`src/rtl/fetch_ctrl_pkg.sv`:
```
// fetch_ctrl_pkg: shared widths, buffer depth, FSM state type and a
// saturating-increment helper for the fetch sequencer.
package fetch_ctrl_pkg;

  localparam int BUS_ADDRESS     = 6;   // PC / ROM address width (64 lines)
  localparam int BUS_DATA        = 32;  // instruction width
  localparam int FETCH_BUF_DEPTH = 2;   // skid buffer entries
  localparam int PERF_CNT_W      = 16;  // performance counter width

  // Occupancy counter must represent 0..FETCH_BUF_DEPTH inclusive.
  localparam int CNT_W = $clog2(FETCH_BUF_DEPTH + 1);
  localparam int PTR_W = $clog2(FETCH_BUF_DEPTH);

  typedef enum logic [1:0] {
    IDLE  = 2'd0,
    RUN   = 2'd1,
    DRAIN = 2'd2
  } fetch_state_t;

  // Counter increment that sticks at all-ones instead of wrapping.
  function automatic logic [PERF_CNT_W-1:0] sat_inc(input logic [PERF_CNT_W-1:0] v);
    return (&v) ? v : v + 1'b1;
  endfunction

endpackage

```
`src/rtl/fetch_ctrl_if.sv`:
```
// fetch_ctrl_if: program_counter / ROM side and decode-side handshake of the
// fetch stage. The master modport is the fetch controller.
//
// Decode handshake: instr_valid/instr_out/instr_pc are offered by the master;
// one instruction transfers on every rising edge where instr_valid and
// dec_ready are both 1. While instr_valid is 1 and dec_ready is 0, the head
// (instr_out, instr_pc) is held stable. instr_valid never depends on dec_ready.
interface fetch_ctrl_if;
  import fetch_ctrl_pkg::*;

  // program_counter / instruction ROM side
  logic                   pc_ena;
  logic                   pc_jmp;
  logic [BUS_ADDRESS-1:0] pc_jmp_in;
  logic [BUS_ADDRESS-1:0] pc_in;
  logic [BUS_DATA-1:0]    mem_data;

  // decode side
  logic                   instr_valid;
  logic [BUS_DATA-1:0]    instr_out;
  logic [BUS_ADDRESS-1:0] instr_pc;
  logic                   dec_ready;

  modport master (
    output pc_ena, pc_jmp, pc_jmp_in, instr_valid, instr_out, instr_pc,
    input  pc_in, mem_data, dec_ready
  );

  modport slave (
    input  pc_ena, pc_jmp, pc_jmp_in, instr_valid, instr_out, instr_pc,
    output pc_in, mem_data, dec_ready
  );

endinterface

```
`src/rtl/fetch_skid_buf.sv`:
```
// fetch_skid_buf: FETCH_BUF_DEPTH-entry FIFO of {pc, instr}. The head is read
// straight from storage so the decode outputs are register-driven. Flush
// empties the FIFO and wins over a simultaneous push or pop.
module fetch_skid_buf
  import fetch_ctrl_pkg::*;
#(
  parameter int AW = BUS_ADDRESS,
  parameter int DW = BUS_DATA
) (
  input  logic             clk,
  input  logic             rst,
  input  logic             i_push,
  input  logic             i_pop,
  input  logic             i_flush,
  input  logic [AW-1:0]    i_pc,
  input  logic [DW-1:0]    i_instr,
  output logic [CNT_W-1:0] o_count,
  output logic [AW-1:0]    o_head_pc,
  output logic [DW-1:0]    o_head_instr
);

  logic [AW-1:0]    r_pc    [FETCH_BUF_DEPTH];
  logic [DW-1:0]    r_instr [FETCH_BUF_DEPTH];
  logic [PTR_W-1:0] r_rd_ptr;
  logic [PTR_W-1:0] r_wr_ptr;
  logic [CNT_W-1:0] r_count;
  logic             w_push;
  logic             w_pop;

  // Guard against underflow/overflow; a full buffer may accept a push only
  // when the head leaves in the same cycle.
  assign w_pop  = i_pop && (r_count != '0);
  assign w_push = i_push && ((r_count != CNT_W'(FETCH_BUF_DEPTH)) || w_pop);

  // Storage, pointers and occupancy; reset also clears storage so the head
  // outputs read zero out of reset.
  always_ff @(posedge clk) begin
    if (rst) begin
      r_rd_ptr <= '0;
      r_wr_ptr <= '0;
      r_count  <= '0;
      for (int i = 0; i < FETCH_BUF_DEPTH; i++) begin
        r_pc[i]    <= '0;
        r_instr[i] <= '0;
      end
    end else if (i_flush) begin
      r_rd_ptr <= '0;
      r_wr_ptr <= '0;
      r_count  <= '0;
    end else begin
      if (w_push) begin
        r_pc[r_wr_ptr]    <= i_pc;
        r_instr[r_wr_ptr] <= i_instr;
        r_wr_ptr          <= r_wr_ptr + 1'b1;
      end
      if (w_pop) begin
        r_rd_ptr <= r_rd_ptr + 1'b1;
      end
      case ({w_push, w_pop})
        2'b10:   r_count <= r_count + 1'b1;
        2'b01:   r_count <= r_count - 1'b1;
        default: r_count <= r_count;
      endcase
    end
  end

  assign o_count      = r_count;
  assign o_head_pc    = r_pc[r_rd_ptr];
  assign o_head_instr = r_instr[r_rd_ptr];

endmodule

```
`src/rtl/fetch_ctrl.sv`:
```
// fetch_ctrl: fetch-stage sequencer. Drives program_counter enable/jump,
// captures the ROM word for the current PC into a 2-entry skid buffer and
// offers the buffer head to decode. Issue depends only on registered state
// and occupancy, so decode back-pressure never reaches pc_ena combinationally.
// An execute redirect (jmp_req) flushes the buffer and loads the PC in the
// same cycle, costing one bubble.
// Optional build macro: FETCH_CTRL_PERF_EN enables the stall_cycles and
// flush_count performance counters; without it both read constant 0.
module fetch_ctrl
  import fetch_ctrl_pkg::*;
(
  input  logic                   clk,
  input  logic                   rst,
  input  logic                   start,
  input  logic                   halt_req,
  input  logic                   jmp_req,
  input  logic [BUS_ADDRESS-1:0] jmp_addr,
  fetch_ctrl_if.master           bus,
  output logic                   busy,
  output logic [PERF_CNT_W-1:0]  stall_cycles,
  output logic [PERF_CNT_W-1:0]  flush_count,
  output fetch_state_t           o_dbg_state
);

  fetch_state_t           r_state;
  logic [CNT_W-1:0]       w_count;
  logic [BUS_ADDRESS-1:0] w_head_pc;
  logic [BUS_DATA-1:0]    w_head_instr;
  logic                   w_redirect;
  logic                   w_issue;
  logic                   w_valid;
  logic                   w_pop;
  logic                   w_drain_done;

  // Reset masks everything, including a redirect in the same cycle.
  assign w_redirect = jmp_req && !rst;

  // Issue only from RUN with room in the buffer; halt_req suppresses the
  // issue in the cycle it arrives, and a redirect discards the ROM word.
  assign w_issue = !rst && !jmp_req && !halt_req && (r_state == RUN) &&
                   (w_count < CNT_W'(FETCH_BUF_DEPTH));

  assign w_valid = (w_count != '0) && !w_redirect && !rst;
  assign w_pop   = w_valid && bus.dec_ready;

  // DRAIN never pushes, so the buffer empties when the last entry pops.
  assign w_drain_done = (w_count == '0) ||
                        ((w_count == CNT_W'(1)) && w_pop);

  assign bus.pc_ena      = w_redirect || w_issue;
  assign bus.pc_jmp      = w_redirect;
  assign bus.pc_jmp_in   = w_redirect ? jmp_addr : '0;
  assign bus.instr_valid = w_valid;
  assign bus.instr_out   = w_head_instr;
  assign bus.instr_pc    = w_head_pc;

  assign busy        = (r_state != IDLE);
  assign o_dbg_state = r_state;

  fetch_skid_buf #(
    .AW (BUS_ADDRESS),
    .DW (BUS_DATA)
  ) u_buf (
    .clk          (clk),
    .rst          (rst),
    .i_push       (w_issue),
    .i_pop        (w_pop),
    .i_flush      (w_redirect),
    .i_pc         (bus.pc_in),
    .i_instr      (bus.mem_data),
    .o_count      (w_count),
    .o_head_pc    (w_head_pc),
    .o_head_instr (w_head_instr)
  );

  // Sequencer FSM; a redirect outranks start/halt and ends a drain early.
  always_ff @(posedge clk) begin
    if (rst) begin
      r_state <= IDLE;
    end else if (jmp_req) begin
      if (r_state == DRAIN) r_state <= IDLE;
    end else begin
      case (r_state)
        IDLE:    if (start)        r_state <= RUN;
        RUN:     if (halt_req)     r_state <= DRAIN;
        DRAIN:   if (w_drain_done) r_state <= IDLE;
        default:                   r_state <= IDLE;
      endcase
    end
  end

`ifdef FETCH_CTRL_PERF_EN
  logic [PERF_CNT_W-1:0] r_stall_cycles;
  logic [PERF_CNT_W-1:0] r_flush_count;

  // Saturating counters: decode stall cycles and accepted redirects.
  always_ff @(posedge clk) begin
    if (rst) begin
      r_stall_cycles <= '0;
      r_flush_count  <= '0;
    end else begin
      if (w_valid && !bus.dec_ready) r_stall_cycles <= sat_inc(r_stall_cycles);
      if (w_redirect)                r_flush_count  <= sat_inc(r_flush_count);
    end
  end

  assign stall_cycles = r_stall_cycles;
  assign flush_count  = r_flush_count;
`else
  assign stall_cycles = '0;
  assign flush_count  = '0;
`endif

endmodule

```
`src/flat_wrapper.sv`:
```
// flat-port wrapper written by rule: the top's interface ports become plain ports
module fetch_ctrl_flat import fetch_ctrl_pkg::*;
  (clk, rst, start, halt_req, jmp_req, jmp_addr, busy, stall_cycles, flush_count, o_dbg_state, bus_pc_ena, bus_pc_jmp, bus_pc_jmp_in, bus_instr_valid, bus_instr_out, bus_instr_pc, bus_pc_in, bus_mem_data, bus_dec_ready);
  fetch_ctrl_if bus_i ();
  input  logic clk;
  input  logic rst;
  input  logic start;
  input  logic halt_req;
  input  logic jmp_req;
  input  logic [BUS_ADDRESS-1:0] jmp_addr;
  output logic busy;
  output logic [PERF_CNT_W-1:0] stall_cycles;
  output logic [PERF_CNT_W-1:0] flush_count;
  output fetch_state_t o_dbg_state;
  output wire logic [$bits(bus_i.pc_ena)-1:0] bus_pc_ena;
  output wire logic [$bits(bus_i.pc_jmp)-1:0] bus_pc_jmp;
  output wire logic [$bits(bus_i.pc_jmp_in)-1:0] bus_pc_jmp_in;
  output wire logic [$bits(bus_i.instr_valid)-1:0] bus_instr_valid;
  output wire logic [$bits(bus_i.instr_out)-1:0] bus_instr_out;
  output wire logic [$bits(bus_i.instr_pc)-1:0] bus_instr_pc;
  input wire logic [$bits(bus_i.pc_in)-1:0] bus_pc_in;
  input wire logic [$bits(bus_i.mem_data)-1:0] bus_mem_data;
  input wire logic [$bits(bus_i.dec_ready)-1:0] bus_dec_ready;
  assign bus_pc_ena = bus_i.pc_ena;
  assign bus_pc_jmp = bus_i.pc_jmp;
  assign bus_pc_jmp_in = bus_i.pc_jmp_in;
  assign bus_instr_valid = bus_i.instr_valid;
  assign bus_instr_out = bus_i.instr_out;
  assign bus_instr_pc = bus_i.instr_pc;
  assign bus_i.pc_in = bus_pc_in;
  assign bus_i.mem_data = bus_mem_data;
  assign bus_i.dec_ready = bus_dec_ready;
  fetch_ctrl u_core (.clk(clk), .rst(rst), .start(start), .halt_req(halt_req), .jmp_req(jmp_req), .jmp_addr(jmp_addr), .bus(bus_i), .busy(busy), .stall_cycles(stall_cycles), .flush_count(flush_count), .o_dbg_state(o_dbg_state));
endmodule
```
`config.mk`:
```
export PLATFORM = sky130hd
export DESIGN_NAME = fetch_ctrl_flat
export DESIGN_NICKNAME = d
export VERILOG_FILES = /design/src/rtl/fetch_ctrl_pkg.sv /design/src/rtl/fetch_ctrl_if.sv /design/src/rtl/fetch_skid_buf.sv /design/src/rtl/fetch_ctrl.sv /design/src/flat_wrapper.sv
export SDC_FILE = /design/constraint.sdc
export NUM_CORES = 1
export LEC_CHECK = 0
export CORE_AREA = 2 2 101 103
export CTS_CLUSTER_SIZE = 16
export DETAILED_ROUTE_END_ITERATION = 8
export DIE_AREA = 0 0 103 105
export PLACE_DENSITY = 0.76
export SLEW_MARGIN = 20
export SYNTH_ARGS = -nofsm -noshare
export SYNTH_HDL_FRONTEND = slang
export SYNTH_SLANG_ARGS = --single-unit
```
`constraint.sdc`:
```
create_clock -name clk -period 2.7 [get_ports clk]
set_input_delay 0.27 -clock clk [delete_from_list [all_inputs] [get_ports clk]]
set_output_delay 0.27 -clock clk [all_outputs]
set_load 0.02 [all_outputs]
```
==> impl_metrics.json, run 1 <==
{
  "finish.utilization_pct": 54.5,
  "cts_tree": "built",
  "critPathKind": "input port to primary output",
  "synth_edf_count": 76,
  "gr-total-overflow": 0,
  "cts-htree-levels": 3,
  "globalRouteTotalUtil_pct": 14.5,
  "skew_ns": 0.0126,
  "crit_family": "buffers and inverters",
  "rsz0062_at_grt": "false",
  "ys_async_sr_fraction_pct": 0,
  "globalplace.congestion": 0.770,
  "antenna_found_initial": 0,
  "diodes": 0,
  "via_count": 2463,
  "floorplan.rows": 36,
  "grt_pass1_vias": 2492,
  "cts_resized": 0,
  "path_clk_slew_ns": 0.08,
  "worst_setup_path_end_kind": "primary output",
  "root_buffer": "clkbuf_8",
  "floorplan.die_area_um2": 10800,
  "die_w_um": 103,
  "regArea_um2": 2420,
  "cp_max_fo": 10,
  "switchingPower_uw": 594,
  "slowest_delay_ns": 0.59,
  "crit_chain": "clkdlybuf4s50_1 > nor3_1 > and3_1 > or2_2 > clkdlybuf4s50_1",
  "pwr-share-clk_pct": 33.3,
  "seq_area_frac_synth_pct": 60.3,
  "clock_latency_ns": 0.35,
  "syn_to_final_growth_pct": 30.9,
  "cp_common_cell": "clkdlybuf4s50_1",
  "synth.area.top_cells": "edfxtp_1, and2_1, mux2_2",
  "worstHoldPathType": "register to register",
  "ys_seq_elements": 83,
  "fillers": 816,
  "start_util_pct": 41.7,
  "synth_cells": 299,
  "grt_max_degree": 40,
  "drc": 0,
  "status": "finished, final reports clean",
  "dr.pass1.iters": 4,
  "cp_slowest_cell": "clkdlybuf4s50_1",
  "first_iter_violations": 97,
  "synth_cell_types": 34,
  "drive_above_1_share_pct": 17.7,
  "clock_path_buffers": 2,
  "synth.avg_cell_area_um2": 13.4,
  "fin_worst_hold_slack_ns": 0.521,
  "p_int_uw": 2040,
  "multi_input_area_um2": 1370,
  "io_pins": 132,
  "numCtsBuffers": 9,
  "worst-path-buf-inv": 2,
  "crit_arrival_ns": 2.16,
  "syn_area_um2": 4020,
  "ys.flop_type": "edfxtp_1",
  "ys_top_cells_by_count": "and2_1, edfxtp_1, mux2_2",
  "cts-hold-fix-buffers": 0,
  "vdd_drop_max_mv": 0.242,
  "wire_per_inst_um": 14.1,
  "startpoint_type": "input port",
  "timing.setup.tns_ns": 0,
  "period_needed_ns": 2.43,
  "via_per_inst": 4.56,
  "yosysMostFrequentCell": "and2_1",
  "port_buffers": 99,
  "p_seq_share_pct": 55.1,
  "post-route-period-util_pct": 90.0,
  "p_leak_uw": 0.00200,
  "synth_top_area_share_pct": 56.8,
  "cap_violations": 0,
  "drv_slew": 0,
  "combinationalPowerShare_pct": 11.6,
  "totalPowerFinal_uw": 2640,
  "required_ns": 2.43,
  "yosysTopAreaCell": "edfxtp_1",
  "design.core.area_um2": 9640,
  "drtAntennaViolNets": 0,
  "max_clock_freq_mhz": 412,
  "yosys_warnings": 0,
  "hold_viol": 0,
  "final_net_count": 455,
  "wirelength_um": 7630,
  "dpl.hpwl_um": 5180,
  "grt_pass1_wl_um": 11900,
  "setup_viol": 0,
  "cts_setup_buffers": 0,
  "clock-sinks": 83,
  "power.density_nw_per_um2": 502,
  "switching_share_pct": 22.5,
  "fp.dieH_um": 105
}
[layout make-up]
cell class	count	area share [%]
well taps	133	3.17
clock buffers	11	2.69
repair buffers	109	20.8
flip-flops and latches	83	46.1
multi-input cells	196	26.0
inverters	3	0.214
clock inverters	5	1.02
[power by group through the flow]
stage	registers [µW]	logic, µW	clock network, µW
3_5_place_dp	1480	307	0
5_1_grt	1460	326	951
3_3_place_gp	1480	305	0
2_1_floorplan	1480	181	0
4_1_cts	1450	309	896
6_report	1450	306	877
[kinds of logic (layout without fill, tap and decap cells)]
| family | count (synthesis) | after routing | synth area share (%) |
|---|---|---|---|
| AND/OR/NAND/NOR | 112 | 112 | 17.2 |
| other | 1 | 32 | 0.0934 |
| XOR/XNOR | 1 | 1 | 0.218 |
| adder cells (fa/ha/maj) | 3 | 3 | 0.935 |
| AO/OA/AOI/OAI | 6 | 6 | 1.03 |
| flip-flops | 83 | 83 | 60.3 |
| multiplexers | 42 | 42 | 11.7 |
| buffers and inverters | 51 | 128 | 8.54 |
[layout by cell type, fill, tap and decap left out]
cell             netlist  layout
clkdlybuf4s50_1        0      99
and2_1                82      82
edfxtp_1              76      76
mux2_2                38      38
conb_1                 1      32
clkbuf_8               0      10
buf_4                 32       8
nor2_1                 6       6
nand2_1                6       6
dfxtp_1                7       6
or2_2                  5       5
mux2i_1                4       4
inv_1                  3       3
ha_1                   3       3
clkinv_2               0       3
and3_1                 2       2
nor4b_1                2       2
a21oi_1                2       2
buf_12                 0       2
nor2b_1                1       1
nor3_1                 1       1
or4b_4                 1       1
nand2_2                1       1
and3_4                 1       1
a2bb2oi_1              1       1
nand3b_1               1       1
o41ai_1                1       1
xnor2_1                1       1
o21a_1                 1       1
or3_1                  1       1
nand4b_1               1       1
a31oi_1                1       1
nand2b_1               1       1
dfxtp_2                0       1
clkinv_4               0       1
clkbuf_1               4       1
bufinv_16              0       1
[state kept, by name, indices dropped and copies added (netlist names), named ones only]
signal / cells
u_core.u_buf.r_pc: 12
u_core.u_buf.r_rd_ptr: 1
u_core.u_buf.r_instr: 64
u_core.u_buf.r_wr_ptr: 1
u_core.o_dbg_state: 2
u_core.u_buf.o_count: 2
[per-stage QoR]
stage,instances,cell area [µm²],setup slack (ns)
after floorplan,330,4130,0.204
after global placement,524,5060,0.292
after global routing,540,5250,0.176
after CTS,540,5250,0.253
after detailed placement,524,5060,0.271
final,540,5250,0.270
[routing by layer]
metal / global-route usage [%] / part of all wire (%) / up-vias
met5: 0 / 0 / -
met4: 5.17 / 1.5 / 0
met3: 3.95 / 6.8 / 9
met2: 24.5 / 50 / 103
met1: 17.4 / 41 / 1178
li1: - / - / 1173
[path summary, 6_finish.rpt]
check	startpoint	to	slack, ns	cells after the start
worst min register to register	u_core.u_buf.o_count[0]$_SDFFE_PP0P_	u_core.u_buf.o_count[0]$_SDFFE_PP0P_	0.52	1
worst min-delay path	u_core.u_buf.o_count[0]$_SDFFE_PP0P_	u_core.u_buf.o_count[0]$_SDFFE_PP0P_	0.52	1
worst max-delay path	rst	bus_pc_ena	0.27	5
worst max register to register	u_core.u_buf.o_count[0]$_SDFFE_PP0P_	u_core.u_buf.r_instr[0][26]$_SDFFCE_PN0P_	0.46	7
(Power assumes the default switching activity.)
==> run 2: changes to the inputs <==
--- a/config.mk
+++ b/config.mk
@@ -5,11 +5,11 @@
 export SDC_FILE = /design/constraint.sdc
 export NUM_CORES = 1
 export LEC_CHECK = 0
-export CORE_AREA = 2 2 101 103
+export CORE_AREA = 2 2 93 95
 export CTS_CLUSTER_SIZE = 16
 export DETAILED_ROUTE_END_ITERATION = 8
-export DIE_AREA = 0 0 103 105
-export PLACE_DENSITY = 0.76
+export DIE_AREA = 0 0 95 97
+export PLACE_DENSITY = 0.85
 export SLEW_MARGIN = 20
 export SYNTH_ARGS = -nofsm -noshare
 export SYNTH_HDL_FRONTEND = slang
==> constraint.sdc (replaced) <==
create_clock -name clk -period 2.9 [get_ports clk]
set_input_delay 0.29 -clock clk [delete_from_list [all_inputs] [get_ports clk]]
set_output_delay 0.29 -clock clk [all_outputs]
set_load 0.02 [all_outputs]
==> impl_metrics.json, run 2 (synthesis gave the netlist of run 1 again) <==
{
  "grt_max_degree": 40,
  "power.density_nw_per_um2": 478,
  "clock_latency_ns": 0.34,
  "worst_slack_ns": 0.415,
  "floorplan.rows": 33,
  "layout_commonest_cell": "clkdlybuf4s50_1",
  "globalRouteTotalUtil_pct": 16.5,
  "start_util_pct": 49.4,
  "die_w_um": 95,
  "clock-sinks": 83,
  "max_clock_freq_mhz": 402,
  "dr.pass1.iters": 4,
  "p_leak_uw": 0.00198,
  "cts-hold-fix-buffers": 0,
  "rsz0062_at_grt": "false",
  "skew_ns": 0.00360,
  "first_iter_violations": 76,
  "via_count": 2443,
  "status": "finished, final reports clean",
  "cp_max_fo": 9,
  "largest_reg_flops": 64,
  "root_buffer": "clkbuf_8",
  "setup_viol": 0,
  "required_ns": 2.61,
  "period_needed_ns": 2.49,
  "pre_cts_slack_ns": 0.361,
  "via_per_inst": 4.82,
  "multi_input_area_um2": 1370,
  "design.core.area_um2": 8130,
  "regArea_um2": 2420,
  "drtAntennaViolNets": 0,
  "fillers": 627,
  "numCtsBuffers": 9,
  "worstHoldPathType": "register to register",
  "place_inst": 492,
  "drv_slew": 0,
  "hold_viol": 0,
  "cap_violations": 0,
  "critPathKind": "input port to primary output",
  "gr-total-overflow": 0,
  "syn_to_final_growth_pct": 29.8,
  "antenna_found_initial": 0,
  "vdd_drop_max_mv": 0.281,
  "worst_setup_path_end_kind": "primary output",
  "fp.dieH_um": 97,
  "cts-htree-levels": 3,
  "drc": 0,
  "crit_arrival_ns": 2.20,
  "layoutNonFillerInstCount": 507,
  "floorplan.die_area_um2": 9220,
  "totalPowerFinal_uw": 2490,
  "timing.setup.tns_ns": 0,
  "port_buffers": 99,
  "startpoint_type": "input port",
  "top_regs": "u_core.u_buf.r_instr: 64 flops, u_core.u_buf.r_pc: 12 flops",
  "io_pins": 132,
  "cts_resized": 0,
  "final_cell_mix": "clkdlybuf4s50_1, and2_1, edfxtp_1, mux2_2, conb_1",
  "largest_register": "u_core.u_buf.r_instr",
  "globalplace.congestion": 0.739,
  "wirelength_um": 7360,
  "grt_pass1_wl_um": 11600,
  "dpl.hpwl_um": 4980,
  "diodes": 0,
  "grt_pass1_vias": 2466,
  "finish.utilization_pct": 64.1,
  "drive_above_1_share_pct": 16.7,
  "cts_setup_buffers": 0,
  "final_net_count": 451,
  "path_clk_slew_ns": 0.08,
  "post-route-period-util_pct": 85.7,
  "cts_tree": "built",
  "wire_per_inst_um": 14.5,
  "clock_path_buffers": 2
}
==> run 2: changes by cell type in the layout (fill, tap and decap cells not counted), sizes merged <==
cell,before,now
bufinv,1,2
clkinvlp,0,1
buf,10,6
clkbuf,11,9
clkinv,4,3
==> run 2: worst paths after layout <==
path	from	to	slack, ns	cells after the start
setup reg to reg	u_core.u_buf.o_count[0]$_SDFFE_PP0P_	u_core.u_buf.r_instr[0][26]$_SDFFCE_PN0P_	0.61	7
hold / removal	u_core.u_buf.o_count[0]$_SDFFE_PP0P_	u_core.u_buf.o_count[0]$_SDFFE_PP0P_	0.50	1
hold reg to reg	u_core.u_buf.o_count[0]$_SDFFE_PP0P_	u_core.u_buf.o_count[0]$_SDFFE_PP0P_	0.50	1
setup / recovery	jmp_req	bus_pc_ena	0.41	5
==> run 2: routing by layer <==
metal	up-vias	wire length, µm	global-route usage (%)
met5	-	0	0
met4	0	71	6.80
met3	7	613	4.75
met2	99	3690	28.4
met1	1168	2980	18.9
li1	1169	-	-
==> run 2: metrics by stage <==
stage               hold WS [ns]  area, µm²
floorplan                  0.453       4130
global placement           0.468       5010
detailed placement         0.489       5010
CTS                        0.503       5210
global route               0.514       5210
finish                     0.501       5210
==> run 2: worst max-delay path, cell delays in order <==
cell and delay [ns]:
clkdlybuf4s50_1 0.54, nor3_1 0.26, and3_1 0.35, or2_2 0.16, clkdlybuf4s50_1 0.60
==> run 2: final cells by class <==
type / count / share of cell area, %
Tap cell: 105 / 2.52
Multi-Input combinational cell: 196 / 26.2
Timing Repair Buffer: 105 / 20.6
Sequential cell: 83 / 46.5
Clock buffer: 9 / 2.38
Inverter: 3 / 0.216
Clock inverter: 6 / 1.56
==> run 2: power by group <==
part	internal, µW	switching (µW)	leakage, µW
clock	474	385	0.000103
combinational	138	143	0.00104
sequential	1340	12.4	0.000843
total	1950	540	0.00198
